$ cat config.mk
export PLATFORM = sky130hd
export DESIGN_NAME = half_duplex_spi_slave
export DESIGN_NICKNAME = d
export VERILOG_FILES = /design/src/rtl/half_duplex_spi_pkg.sv /design/src/rtl/half_duplex_spi_slave_edge_detect.sv /design/src/rtl/half_duplex_spi_slave.sv
export SDC_FILE = /design/constraint.sdc
export NUM_CORES = 1
export LEC_CHECK = 0
export BUFFER_PORTS_ARGS = -buffer_cell sky130_fd_sc_hd__buf_2
export CAP_MARGIN = 0
export CORE_ASPECT_RATIO = 0.8
export CORE_UTILIZATION = 60
export DETAILED_ROUTE_END_ITERATION = 8
export PLACE_DENSITY = 0.91
export SETUP_SLACK_MARGIN = 0.2
export SLEW_MARGIN = 30
export SYNTH_ARGS = -nofsm -noshare
export SYNTH_HDL_FRONTEND = slang
export SYNTH_HIERARCHICAL = 1
export SYNTH_SLANG_ARGS = --single-unit
$ cat constraint.sdc
create_clock -name fabric_clk -period 6.5 [get_ports fabric_clk]
set_input_delay 0 -clock fabric_clk [delete_from_list [all_inputs] [get_ports fabric_clk]]
set_output_delay 0 -clock fabric_clk [all_outputs]
set_load 0.005 [all_outputs]
$ cat src/rtl/half_duplex_spi_pkg.sv
// Shared types and frame-layout constants for the half-duplex SPI register target.
package half_duplex_spi_pkg;

  typedef enum logic [2:0] {
    IDLE     = 3'd0,
    CMD_ADDR = 3'd1,
    DATA_WR  = 3'd2,
    DATA_RD  = 3'd3,
    DONE     = 3'd4
  } state_e;

  localparam int unsigned FRAME_LEN_DEFAULT = 32;

  // Frame bit index of the R/W flag (0 = first bit on the wire) and its read value.
  localparam int unsigned RW_BIT_POS = 0;
  localparam logic        RW_READ    = 1'b1;

  function automatic int unsigned frame_len(input int unsigned addr_w, input int unsigned data_w);
    return 1 + addr_w + data_w;
  endfunction

endpackage

$ cat src/rtl/half_duplex_spi_slave_edge_detect.sv
// Synchronizes SCLK/CS_n/SDIO into fabric_clk and decodes CPOL/CPHA into
// sample/shift strobes; all outputs share one pipeline depth so they stay aligned.
module spi_edge_detect #(
  parameter int unsigned SYNC_STAGES = 2
) (
  input  logic clk_i,
  input  logic rst_i,
  input  logic cpol_i,
  input  logic cpha_i,
  input  logic sclk_i,
  input  logic cs_n_i,
  input  logic sdio_i,
  output logic sample_edge_o,
  output logic shift_edge_o,
  output logic cs_fall_o,
  output logic cs_rise_o,
  output logic sdio_sync_o
);

  logic [SYNC_STAGES-1:0] sclk_sync_q;
  logic [SYNC_STAGES-1:0] cs_sync_q;
  logic [SYNC_STAGES-1:0] sdio_sync_q;
  logic                   sclk_prev_q;
  logic                   cs_prev_q;

  logic sclk_s;
  logic cs_s;
  logic lead_c;
  logic trail_c;

  assign sclk_s  = sclk_sync_q[SYNC_STAGES-1];
  assign cs_s    = cs_sync_q[SYNC_STAGES-1];
  // Leading edge leaves the idle (CPOL) level, trailing edge returns to it.
  assign lead_c  = cpol_i ? (sclk_prev_q & ~sclk_s) : (~sclk_prev_q & sclk_s);
  assign trail_c = cpol_i ? (~sclk_prev_q & sclk_s) : (sclk_prev_q & ~sclk_s);

  always_ff @(posedge clk_i or posedge rst_i) begin
    if (rst_i) begin
      sclk_sync_q   <= '0;
      cs_sync_q     <= '1;
      sdio_sync_q   <= '0;
      sclk_prev_q   <= 1'b0;
      cs_prev_q     <= 1'b1;
      sample_edge_o <= 1'b0;
      shift_edge_o  <= 1'b0;
      cs_fall_o     <= 1'b0;
      cs_rise_o     <= 1'b0;
      sdio_sync_o   <= 1'b0;
    end else begin
      sclk_sync_q   <= {sclk_sync_q[SYNC_STAGES-2:0], sclk_i};
      cs_sync_q     <= {cs_sync_q[SYNC_STAGES-2:0], cs_n_i};
      sdio_sync_q   <= {sdio_sync_q[SYNC_STAGES-2:0], sdio_i};
      sclk_prev_q   <= sclk_s;
      cs_prev_q     <= cs_s;
      sample_edge_o <= cpha_i ? trail_c : lead_c;
      shift_edge_o  <= cpha_i ? lead_c : trail_c;
      cs_fall_o     <= cs_prev_q & ~cs_s;
      cs_rise_o     <= ~cs_prev_q & cs_s;
      sdio_sync_o   <= sdio_sync_q[SYNC_STAGES-1];
    end
  end

endmodule

$ cat src/rtl/half_duplex_spi_slave.sv
// 3-wire half-duplex SPI register target: decodes {R/W, addr, data} frames,
// issues register port strobes and returns read data on the shared SDIO line.
module half_duplex_spi_slave
  import half_duplex_spi_pkg::*;
#(
  parameter int unsigned ADDR_WIDTH  = 7,
  parameter int unsigned DATA_WIDTH  = 24,
  parameter int unsigned SYNC_STAGES = 2
) (
  input  logic                  fabric_clk,
  input  logic                  reset,
  input  logic                  spi_cpol,
  input  logic                  spi_cpha,
  input  logic                  spi_sclk,
  input  logic                  spi_cs_n,
  input  logic                  spi_sdio_i,
  output logic                  spi_sdio_o,
  output logic                  spi_sdio_oe,
  output logic [ADDR_WIDTH-1:0] reg_addr,
  output logic                  reg_wr_en,
  output logic [DATA_WIDTH-1:0] reg_wr_data,
  output logic                  reg_rd_en,
  input  logic [DATA_WIDTH-1:0] reg_rd_data,
  output logic                  busy,
  output logic                  frame_abort
);

  localparam int unsigned HDR_LEN   = 1 + ADDR_WIDTH;
  localparam int unsigned FRAME_LEN = frame_len(ADDR_WIDTH, DATA_WIDTH);
  localparam int unsigned CNT_W     = $clog2(FRAME_LEN + 1);
  localparam int unsigned SR_W      = (HDR_LEN > DATA_WIDTH) ? HDR_LEN : DATA_WIDTH;
  localparam int unsigned RW_IDX    = HDR_LEN - 1 - RW_BIT_POS;

  logic sample_edge;
  logic shift_edge;
  logic cs_fall;
  logic cs_rise;
  logic sdio_sync;

  spi_edge_detect #(
    .SYNC_STAGES(SYNC_STAGES)
  ) u_edge (
    .clk_i        (fabric_clk),
    .rst_i        (reset),
    .cpol_i       (spi_cpol),
    .cpha_i       (spi_cpha),
    .sclk_i       (spi_sclk),
    .cs_n_i       (spi_cs_n),
    .sdio_i       (spi_sdio_i),
    .sample_edge_o(sample_edge),
    .shift_edge_o (shift_edge),
    .cs_fall_o    (cs_fall),
    .cs_rise_o    (cs_rise),
    .sdio_sync_o  (sdio_sync)
  );

  state_e                state_q;
  logic [CNT_W-1:0]      cnt_q, cnt_d;
  logic [SR_W-1:0]       sr_q, sr_d;
  logic [DATA_WIDTH-1:0] rd_sr_q, rd_sr_d;
  logic [1:0]            rd_wait_q, rd_wait_d;
  logic                  rd_done_c;

  always_comb begin
    sr_d      = {sr_q[SR_W-2:0], sdio_sync};
    cnt_d     = cnt_q + CNT_W'(1);
    rd_sr_d   = {rd_sr_q[DATA_WIDTH-2:0], 1'b0};
    rd_wait_d = rd_wait_q - 2'd1;
    rd_done_c = (cnt_q == CNT_W'(FRAME_LEN));
  end

  always_ff @(posedge fabric_clk or posedge reset) begin
    if (reset) begin
      state_q     <= IDLE;
      cnt_q       <= '0;
      sr_q        <= '0;
      rd_sr_q     <= '0;
      rd_wait_q   <= '0;
      spi_sdio_o  <= 1'b0;
      spi_sdio_oe <= 1'b0;
      reg_addr    <= '0;
      reg_wr_en   <= 1'b0;
      reg_wr_data <= '0;
      reg_rd_en   <= 1'b0;
      busy        <= 1'b0;
      frame_abort <= 1'b0;
    end else begin
      reg_wr_en   <= 1'b0;
      reg_rd_en   <= 1'b0;
      frame_abort <= 1'b0;

      // CS_n rising ends any frame; it only counts as an abort before all bits moved.
      if (cs_rise && state_q != IDLE) begin
        state_q     <= IDLE;
        busy        <= 1'b0;
        spi_sdio_oe <= 1'b0;
        frame_abort <= (state_q != DONE) && !(state_q == DATA_RD && rd_done_c);
      end else begin
        unique case (state_q)
          IDLE: begin
            if (cs_fall) begin
              state_q <= CMD_ADDR;
              busy    <= 1'b1;
              cnt_q   <= '0;
              sr_q    <= '0;
            end
          end
          CMD_ADDR: begin
            if (cnt_q == CNT_W'(HDR_LEN)) begin
              reg_addr <= sr_q[ADDR_WIDTH-1:0];
              if (sr_q[RW_IDX] == RW_READ) begin
                reg_rd_en <= 1'b1;
                rd_wait_q <= 2'd2;
                state_q   <= DATA_RD;
              end else begin
                state_q   <= DATA_WR;
              end
            end else if (sample_edge) begin
              sr_q  <= sr_d;
              cnt_q <= cnt_d;
            end
          end
          DATA_WR: begin
            if (rd_done_c) begin
              reg_wr_en   <= 1'b1;
              reg_wr_data <= sr_q[DATA_WIDTH-1:0];
              state_q     <= DONE;
            end else if (sample_edge) begin
              sr_q  <= sr_d;
              cnt_q <= cnt_d;
            end
          end
          DATA_RD: begin
            // Read data is valid the cycle after the strobe is seen by the register port.
            if (rd_wait_q == 2'd1) begin
              rd_sr_q <= reg_rd_data;
            end
            if (rd_wait_q != 2'd0) begin
              rd_wait_q <= rd_wait_d;
            end
            if (shift_edge) begin
              if (rd_done_c) begin
                spi_sdio_oe <= 1'b0;
                state_q     <= DONE;
              end else begin
                spi_sdio_oe <= 1'b1;
                spi_sdio_o  <= rd_sr_q[DATA_WIDTH-1];
                rd_sr_q     <= rd_sr_d;
                cnt_q       <= cnt_d;
              end
            end
          end
          DONE: begin
            spi_sdio_oe <= 1'b0;
          end
          default: begin
            state_q <= IDLE;
          end
        endcase
      end
    end
  end

endmodule

Word level (Yosys, flattened, before mapping)
Cells that the tools add are included.
W data, S select, Z words.

storage, ports and cells
  register bits after elaboration = 109
  input bits = 31
  output and inout port bits = 37

operators by class
  $add $sub $neg = 2
  equal/unequal tests = 20
  multiplexer cells = 45
  bitwise operators = 10
  reduce and logical (&&, ||, !) cells = 23

operators with widths
  cell                   count
  $mux W24               7
  $pmux W24 S3           1
  $mux W6                6
  $pmux W6 S4            1
  $mux W1                19
  $mux W3                5
  $pmux W3 S5            1
  $ne A2 B2 Y1 const B   6
  $reduce_and A5 Y1      2
  $reduce_bool A3 Y1     3
  $reduce_and A4 Y1      2
  $reduce_bool A2 Y1     4
  $reduce_and A7 Y1      1
  $add A6 B1 Y6 const B  1
  $eq A3 B2 Y1 const B   2
  $eq A6 B4 Y1 const B   1
  $eq A6 B6 Y1 const B   1
  $mux W2                3
  $ne A2 B1 Y1 const B   3
  $ne A3 B2 Y1 const B   2
  $ne A3 B3 Y1 const B   2
  $not A1 Y1             6
  $reduce_and A2 Y1      3
  $reduce_and A3 Y1      2
  11 further kinds       16

Longest topological paths before layout
Gate-level depths: netlist of the first run.

  depth in word-level cells = 5
  depth in mapped cells = 8

Modules after synthesis
Netlist of the first run, hierarchy kept.

modules (own cells, without submodules)
  module                 times used  cells an instance  area each (µm²)
  half_duplex_spi_slave  1           366                4475.5
  spi_edge_detect        1           21                 386.6

Least setup slack after synthesis of the first run
Ideal clock, no wire load.

  path type = reg2reg
  start = register cnt_q[0]
  end = register rd_sr_q[1]
  library setup time = 0.126 ns
  arrival time = 1.919 ns
  path slack = 4.455 ns
  stages on the path, launching flop included = 9
  clock period less this slack = 2.045 ns
  path through = dfrtp_1 > inv_1 > ha_1 > or3b_4 > buf_6 > o311a_4 > buf_6 > and2_1 > a221o_1

on the way
  word-level cells in the longest chain between the ends = 3

ends and longest elaborated chain
  element                 RTL line                      source
  start, declared         half_duplex_spi_slave.sv:58   logic [CNT_W-1:0] cnt_q, cnt_d;
  start signal, assigned  half_duplex_spi_slave.sv:120  cnt_q <= cnt_d;
  start signal, assigned  half_duplex_spi_slave.sv:130  cnt_q <= cnt_d;
  start signal, assigned  half_duplex_spi_slave.sv:149  cnt_q <= cnt_d;
  $eq A6 B6 Y1            half_duplex_spi_slave.sv:69   rd_done_c = (cnt_q == CNT_W'(FRAME_LEN));
  $mux W24                half_duplex_spi_slave.sv:142  if (rd_done_c) begin
  $mux W24                half_duplex_spi_slave.sv:141  if (shift_edge) begin
  end signal, assigned    half_duplex_spi_slave.sv:136  rd_sr_q <= reg_rd_data;
  end signal, assigned    half_duplex_spi_slave.sv:148  rd_sr_q <= rd_sr_d;
  end, declared           half_duplex_spi_slave.sv:60   logic [DATA_WIDTH-1:0] rd_sr_q, rd_sr_d;

No other way between the ends.
A chain may end at the register's enable or synchronous reset.

Worst setup path after layout of the first run
  start = register cnt_q[0]
  end = register reg_wr_data[12]

on the way
  word-level cells in the longest chain between the ends = 2

ends and longest elaborated chain
  element                             RTL line                      source
  $eq A6 B6 Y1                        half_duplex_spi_slave.sv:69
  $reduce_and A3 Y1 (no source line)  -
  end signal, assigned                half_duplex_spi_slave.sv:126  reg_wr_data <= sr_q[DATA_WIDTH-1:0];
  end, declared                       half_duplex_spi_slave.sv:21   output logic [DATA_WIDTH-1:0] reg_wr_data,

No other way between the ends.

==> results of run 1 <==
==> where the power goes <==
group / switching (mW) / internal [mW] / leakage, nW
combinational: 0.116 / 0.0800 / 1.25
sequential: 0.0275 / 0.701 / 1.49
clock: 0.237 / 0.147 / 0.0869
==> per-stage QoR <==
stage               instance area [um2]  utilization (%)  setup slack (ns)  power [mW]  hold WS [ns]
detailed placement                 5235            68.86             3.969      0.9227      0.006489
floorplan                          4862                -             3.995      0.8825       -0.1252
CTS                                5718            75.21             3.951       1.316        0.1462
finish                             5725            75.31             4.140       1.307        0.1625
global placement                   5235            68.86             4.098      0.9114     -0.001457
global route                       5725            75.31             3.979       1.370        0.1849
==> cell type report <==
class	instances	area (um2)	area share (%)
multi-input cells	223	1881	32.85
repair buffers	101	665.6	11.63
flip-flops and latches	109	2731	47.71
inverters	35	133.9	2.338
clock inverters	6	55.05	0.9615
clock buffers	10	127.6	2.229
well taps	105	131.4	2.295
==> logic make-up (layout without fill, tap and decap cells) <==
group           count (synthesis)  in the layout  share of synthesized area [%]
compound gates                 62             62                          10.76
xor+xnor                        2              2                         0.3603
fa+ha+maj                       4              4                          1.029
buf+inv                        55            152                          5.430
flops                         109            109                          56.18
mux                            60             60                          14.67
simple gates                   95             95                          11.58
==> timing repair <==
item / in CTS / in global routing
hold buffers: 30 / 0
resized for setup: 0 / 0
hold endpoints to repair: 65 / 0
==> worst max-delay path by stage <==
stage | from | to | cells after the start | slack (ns)
floorplan | reset | busy | 1 | 3.99
global placement | cnt_q[0] | rd_sr_q[13] | 6 | 4.10
detailed placement | cnt_q[0] | rd_sr_q[15] | 6 | 3.97
CTS | cnt_q[0] | rd_sr_q[9] | 6 | 3.95
global route | state_q[1] | reg_wr_data[12] | 4 | 3.98
finish | cnt_q[0] | reg_wr_data[12] | 6 | 4.14
==> state kept, by name, indices dropped and copies added, names as in the netlist, 2 cells and up <==
register,flops
rd_wait_q,2
sr_q,24
u_edge/sdio_sync_q,2
u_edge/sclk_sync_q,2
reg_addr,7
state_q,3
reg_wr_data,24
u_edge/cs_sync_q,2
rd_sr_q,24
cnt_q,6
==> placed cells by master, fill, tap and decap left out, drive strengths merged, types with 7 or more instances in the layout <==
cell,synthesis,layout
buf,13,71
mux2i,27,27
and2,23,23
nand2,29,29
o21ai,8,8
dlygate4sd3,0,30
nand3,7,7
dfrtp,106,106
mux2,33,33
inv,35,38
nor2,7,7
a221o,24,24
clkbuf,7,10
==> worst register-to-register path, stage by stage (launching register included) <==
cell	delay, ns
dfrtp_1	0.43
inv_1	0.07
ha_1	0.13
or3b_4	0.45
nor4_4	0.29
nand3_4	0.42
mux2_4	0.46
==> per-layer routing <==
layer | wire length, um | global-route usage [%]
met5 | 0 | 0
met2 | 4665 | 40.20
met3 | 277 | 4.882
met4 | 154 | 7.429
met1 | 4107 | 29.67
==> results.ini, run 1 <==
[yosys]
ys_seq_area_share_pct = 56.18
synth_top_area_share_pct = 54.55
synth.largest_area_cell = dfrtp_1
syn_area_mm2 = 0.004862
synth_ff_type = dfrtp_1
synth-seq-cells = 109
async_reset_ff_share_pct = 100.0
ys_warn_count = 6
synth_cell_types = 61
yosysMostFrequentCell = dfrtp_1
ys_top_cells_by_area = dfrtp_1 55%, mux2_4 5.9%, mux2i_1 5.6%, a221o_1 4.9%, mux2_2 3.2%
syn-num-nets = 422
synthTopCellsByCount = 106 x dfrtp_1, 35 x inv_1, 29 x nand2_1
synth_cells = 387
synth_edf_count = 0
syn_area_per_cell_um2 = 12.56

[cts]
cts_buffers = 9
cts_buffer_depth = 2
clk-insertion-delay-late_ns = 0.38
clock_sinks = 109
cts_setup_buffers = 0
cts_tree = done
cts-root-buf = clkbuf_8
htree_levels = 3
clkTransAtPathRegs_ns = 0.10

[worst_setup_path]
path_class = reg2reg
crit_path_start_kind = flip-flop
required_ns = 6.76
crit_chain = inv_1, ha_1, or3b_4, nor4_4, nand3_4, mux2_4
crit_family = simple AND/OR/NAND/NOR gates
rr_startpoint = cnt_q[0]
cp_max_fo = 25
cp.arrival_ns = 2.62
cp.buffers_inverters = 1
reg2reg_to = reg_wr_data[12]
cp-end-kind = flip-flop
reg2reg_depth = 6
crit_path_top_delay_cell = or3b_4
reg2reg_slack_ns = 4.14
cp_slowest_stage_delay_ns = 0.45

[place]
portBuffers = 67
place_inst = 543
place.gp.congestion = 0.8331
dp_hpwl_um = 5913

[cells_and_area]
diodes = 0
nets = 514
syn2layout_area_growth_pct = 17.76
fill_cells = 515
fin_cells = 589
drive_gt1_share_pct = 28.72

[die]
die_w_um = 102.6
die_area_mm2 = 0.008470
rows = 28
die_y_um = 82.52
initial_core_util_pct = 63.96
core_mm2 = 0.007602
io_pins = 68

[sta]
hold_viol = 0
worst_slew_pin_slew_ns = 0.8484
period_share_pct = 36.31
max_slew_margin_pct = 43.44
setup_tns_ns = 0
timing.clock.skew_ns = 0.01589
max_freq_mhz = 423.7
drv_slew = 0
rsz0062_at_grt = false
setup_viol_count_final = 0
period_needed_ns = 2.360

[detailed_routing]
drt-wirelength-per-cell_um = 15.63
vias = 3229
drt-total-wl_um = 9204
firstDrtPassIters = 4
viasPerCell = 5.482
drt_iter0_drc = 182
ant_nets = 0
drcViolationCount = 0

[grt]
grt_use_total_pct = 23.32
grt_antenna_before_repair = 0
grt_first_pass_wirelength_um = 14960
grt_pass1_vias = 3191
grt_max_degree = 71
grt.overflow.total = 0

[power_and_ir_drop]
p_per_area_mw_per_mm2 = 228.3
p_leak_nw = 2.823
ir_worst_vdd_uv = 132.4

[min_path]
hold_class = in2async

[run_status]
status = completed

[flow_run]
maxCapViolations = 0

Note: power is estimated with default switching activity, not from simulation.
==> run 2, diff against run 1 <==
--- a/config.mk
+++ b/config.mk
@@ -8,9 +8,9 @@
 export BUFFER_PORTS_ARGS = -buffer_cell sky130_fd_sc_hd__buf_2
 export CAP_MARGIN = 0
 export CORE_ASPECT_RATIO = 0.8
-export CORE_UTILIZATION = 60
+export CORE_UTILIZATION = 57
 export DETAILED_ROUTE_END_ITERATION = 8
-export PLACE_DENSITY = 0.91
+export PLACE_DENSITY = 0.87
 export SETUP_SLACK_MARGIN = 0.2
 export SLEW_MARGIN = 30
 export SYNTH_ARGS = -nofsm -noshare
==> constraint.sdc (replaced) <==
create_clock -name fabric_clk -period 2.27 [get_ports fabric_clk]
set_input_delay 0 -clock fabric_clk [delete_from_list [all_inputs] [get_ports fabric_clk]]
set_output_delay 0 -clock fabric_clk [all_outputs]
set_load 0.005 [all_outputs]
==> results.ini, run 2 (synthesis results as in run 1) <==
[sta]
setup_viol_count_final = 0  ; unchanged
hold_ws_ns = 0.2302  ; +0.06771 ns
setup_tns_ns = 0  ; unchanged
period_needed_ns = 2.048  ; -0.3119 ns
timing.clock.skew_ns = 0.01874  ; +0.002850 ns
rsz0062_at_grt = true
max_freq_mhz = 488.2  ; +15%
hold_viol = 0  ; unchanged
max_slew_margin_pct = 66.63  ; +23 points
period_share_pct = 90.24  ; +54 points
worst_slew_pin_slew_ns = 0.5006  ; -0.3478 ns
drv_slew = 0  ; unchanged

[cells_and_area]
reg_top3 = rd_sr_q: 24 flops, reg_wr_data: 24 flops, sr_q: 24 flops
final_cell_mix = 103 x dfrtp_1, 68 x buf_2, 34 x inv_1
drive_gt1_share_pct = 31.78  ; +3.1 points
fill_cells = 541  ; +5.0%
fin_util_pct = 73.11  ; -2.2 points
fin_cells = 602  ; +2.2%
multi_input_area_mm2 = 0.001923  ; +2.3%
syn2layout_area_growth_pct = 21.67
ff_latch_area_mm2 = 0.002735  ; +0.14%
final_common_cell = dfrtp_1
diodes = 0  ; unchanged
nets = 525  ; +2.1%

[flow_run]
maxCapViolations = 0  ; unchanged

[power_and_ir_drop]
ir_worst_vdd_uv = 462.2  ; +250%
p_leak_nw = 2.908  ; +3.0%
p_per_area_mw_per_mm2 = 669.1  ; +190%
p_total_mw = 3.958  ; +200%

[worst_setup_path]
required_ns = 2.53  ; -4.23 ns
cp_slowest_stage_delay_ns = 0.46  ; about the same
cp-end-kind = flip-flop
path_class = reg2reg
reg2reg_depth = 6  ; unchanged
crit_path_start_kind = flip-flop
cp.arrival_ns = 2.31  ; -0.31 ns
reg2reg_slack_ns = 0.22  ; -3.92 ns
worstSetupStartpoint = cnt_q[0]
rr_startpoint = cnt_q[0]
crit_chain = inv_1, ha_1, or3b_4, o311a_2, and2_2, a221o_1
crit_path_top_delay_cell = or3b_4
cp_max_fo = 8  ; -68%

[grt]
grt_use_total_pct = 23.13  ; -0.18 points
grt_pass1_vias = 3383  ; +6.0%
grt_max_degree = 97  ; +37%
grt.overflow.total = 0  ; unchanged
grt_first_pass_wirelength_um = 16330  ; +9.2%
grt_antenna_before_repair = 0  ; unchanged

[cts]
cts-root-buf = clkbuf_8
clkTransAtPathRegs_ns = 0.10  ; about the same
cts_tree = done
cts_buffer_depth = 2  ; unchanged
htree_levels = 3  ; unchanged
clk-insertion-delay-late_ns = 0.37  ; about the same
cts_buffers = 9  ; unchanged
clock_sinks = 109  ; unchanged

[die]
die_area_mm2 = 0.008906  ; +5.2%
die_y_um = 84.61  ; +2.5%
rows = 29  ; +3.6%
initial_core_util_pct = 60.09  ; -3.9 points
core_mm2 = 0.008092  ; +6.4%
die_w_um = 105.3  ; +2.5%
io_pins = 68  ; unchanged

[detailed_routing]
vias = 3356  ; +3.9%
ant_nets = 0  ; unchanged
firstDrtPassIters = 4  ; unchanged
drt-total-wl_um = 9866  ; +7.2%
drt-wirelength-per-cell_um = 16.39  ; +4.9%
viasPerCell = 5.575  ; +1.7%
drcViolationCount = 0  ; unchanged
drt_iter0_drc = 228  ; +25%

[place]
place_inst = 550  ; +1.3%
portBuffers = 67  ; unchanged
place.gp.congestion = 0.8236  ; -1.1%
dp_hpwl_um = 6049  ; +2.3%

[run_status]
status = completed

[min_path]
hold_class = in2async

[run 2: critical path: cells and delay by family, from the launching register on]
kind	cells	cell delay, ns
and+or+nand+nor	2	0.66
AOI/OAI and AO/OA	2	0.68
adders and majority gates	1	0.12
DFF	1	0.42
buffers and inverters	1	0.07
[run 2: through the flow]
step                setup WS (ns)  cell area [um2]
floorplan                  0.2255             4866
global placement           0.2264             5320
detailed placement         0.1789             5320
CTS                        0.1878             5873
global route               0.1411             5916
finish                     0.2216             5916
[run 2: timing repair]
item / in CTS / in global routing
gates resized for setup: 3 / 8
cloned: 1 / 1
endpoints found under the hold margin: 137 / 0
pin swaps: 1 / 3
setup buffers: 3 / 2
hold buffers: 30 / 0
setup endpoints to repair: 37 / 79
[run 2: power breakdown]
| group | total (mW) | switching [mW] | internal (mW) |
|---|---|---|---|
| Sequential | 2.09 | 0.0770 | 2.01 |
| Combinational | 0.659 | 0.376 | 0.283 |
| Clock | 1.21 | 0.687 | 0.527 |
[run 2: worst paths after layout]
| kind | end |
|---|---|
| setup / recovery | rd_sr_q[20] |
| hold / removal | u_edge/sdio_sync_o |
| setup reg to reg | rd_sr_q[20] |
| hold reg to reg | u_edge/cs_sync_q[1] |
| max in group asynchronous | cnt_q[3] |
| min in group fabric_clk | u_edge/sdio_sync_q[0] |
[run 2: area by class of cell]
| class | count | share of cell area (%) |
|---|---|---|
| Tap cell | 108 | 2.284 |
| Timing Repair Buffer | 110 | 13.20 |
| Multi-Input combinational cell | 225 | 32.51 |
| Sequential cell | 109 | 46.24 |
| Inverter | 35 | 2.284 |
| Clock buffer | 9 | 2.094 |
| Clock inverter | 6 | 1.396 |
[run 2: routing by layer]
metal	global-route usage (%)	routed length, um	vias to the layer above
met5	0	0	-
met4	7.939	164	0
met3	4.891	361	17
li1	-	-	1571
met1	30.19	4471	1687
met2	38.70	4868	81
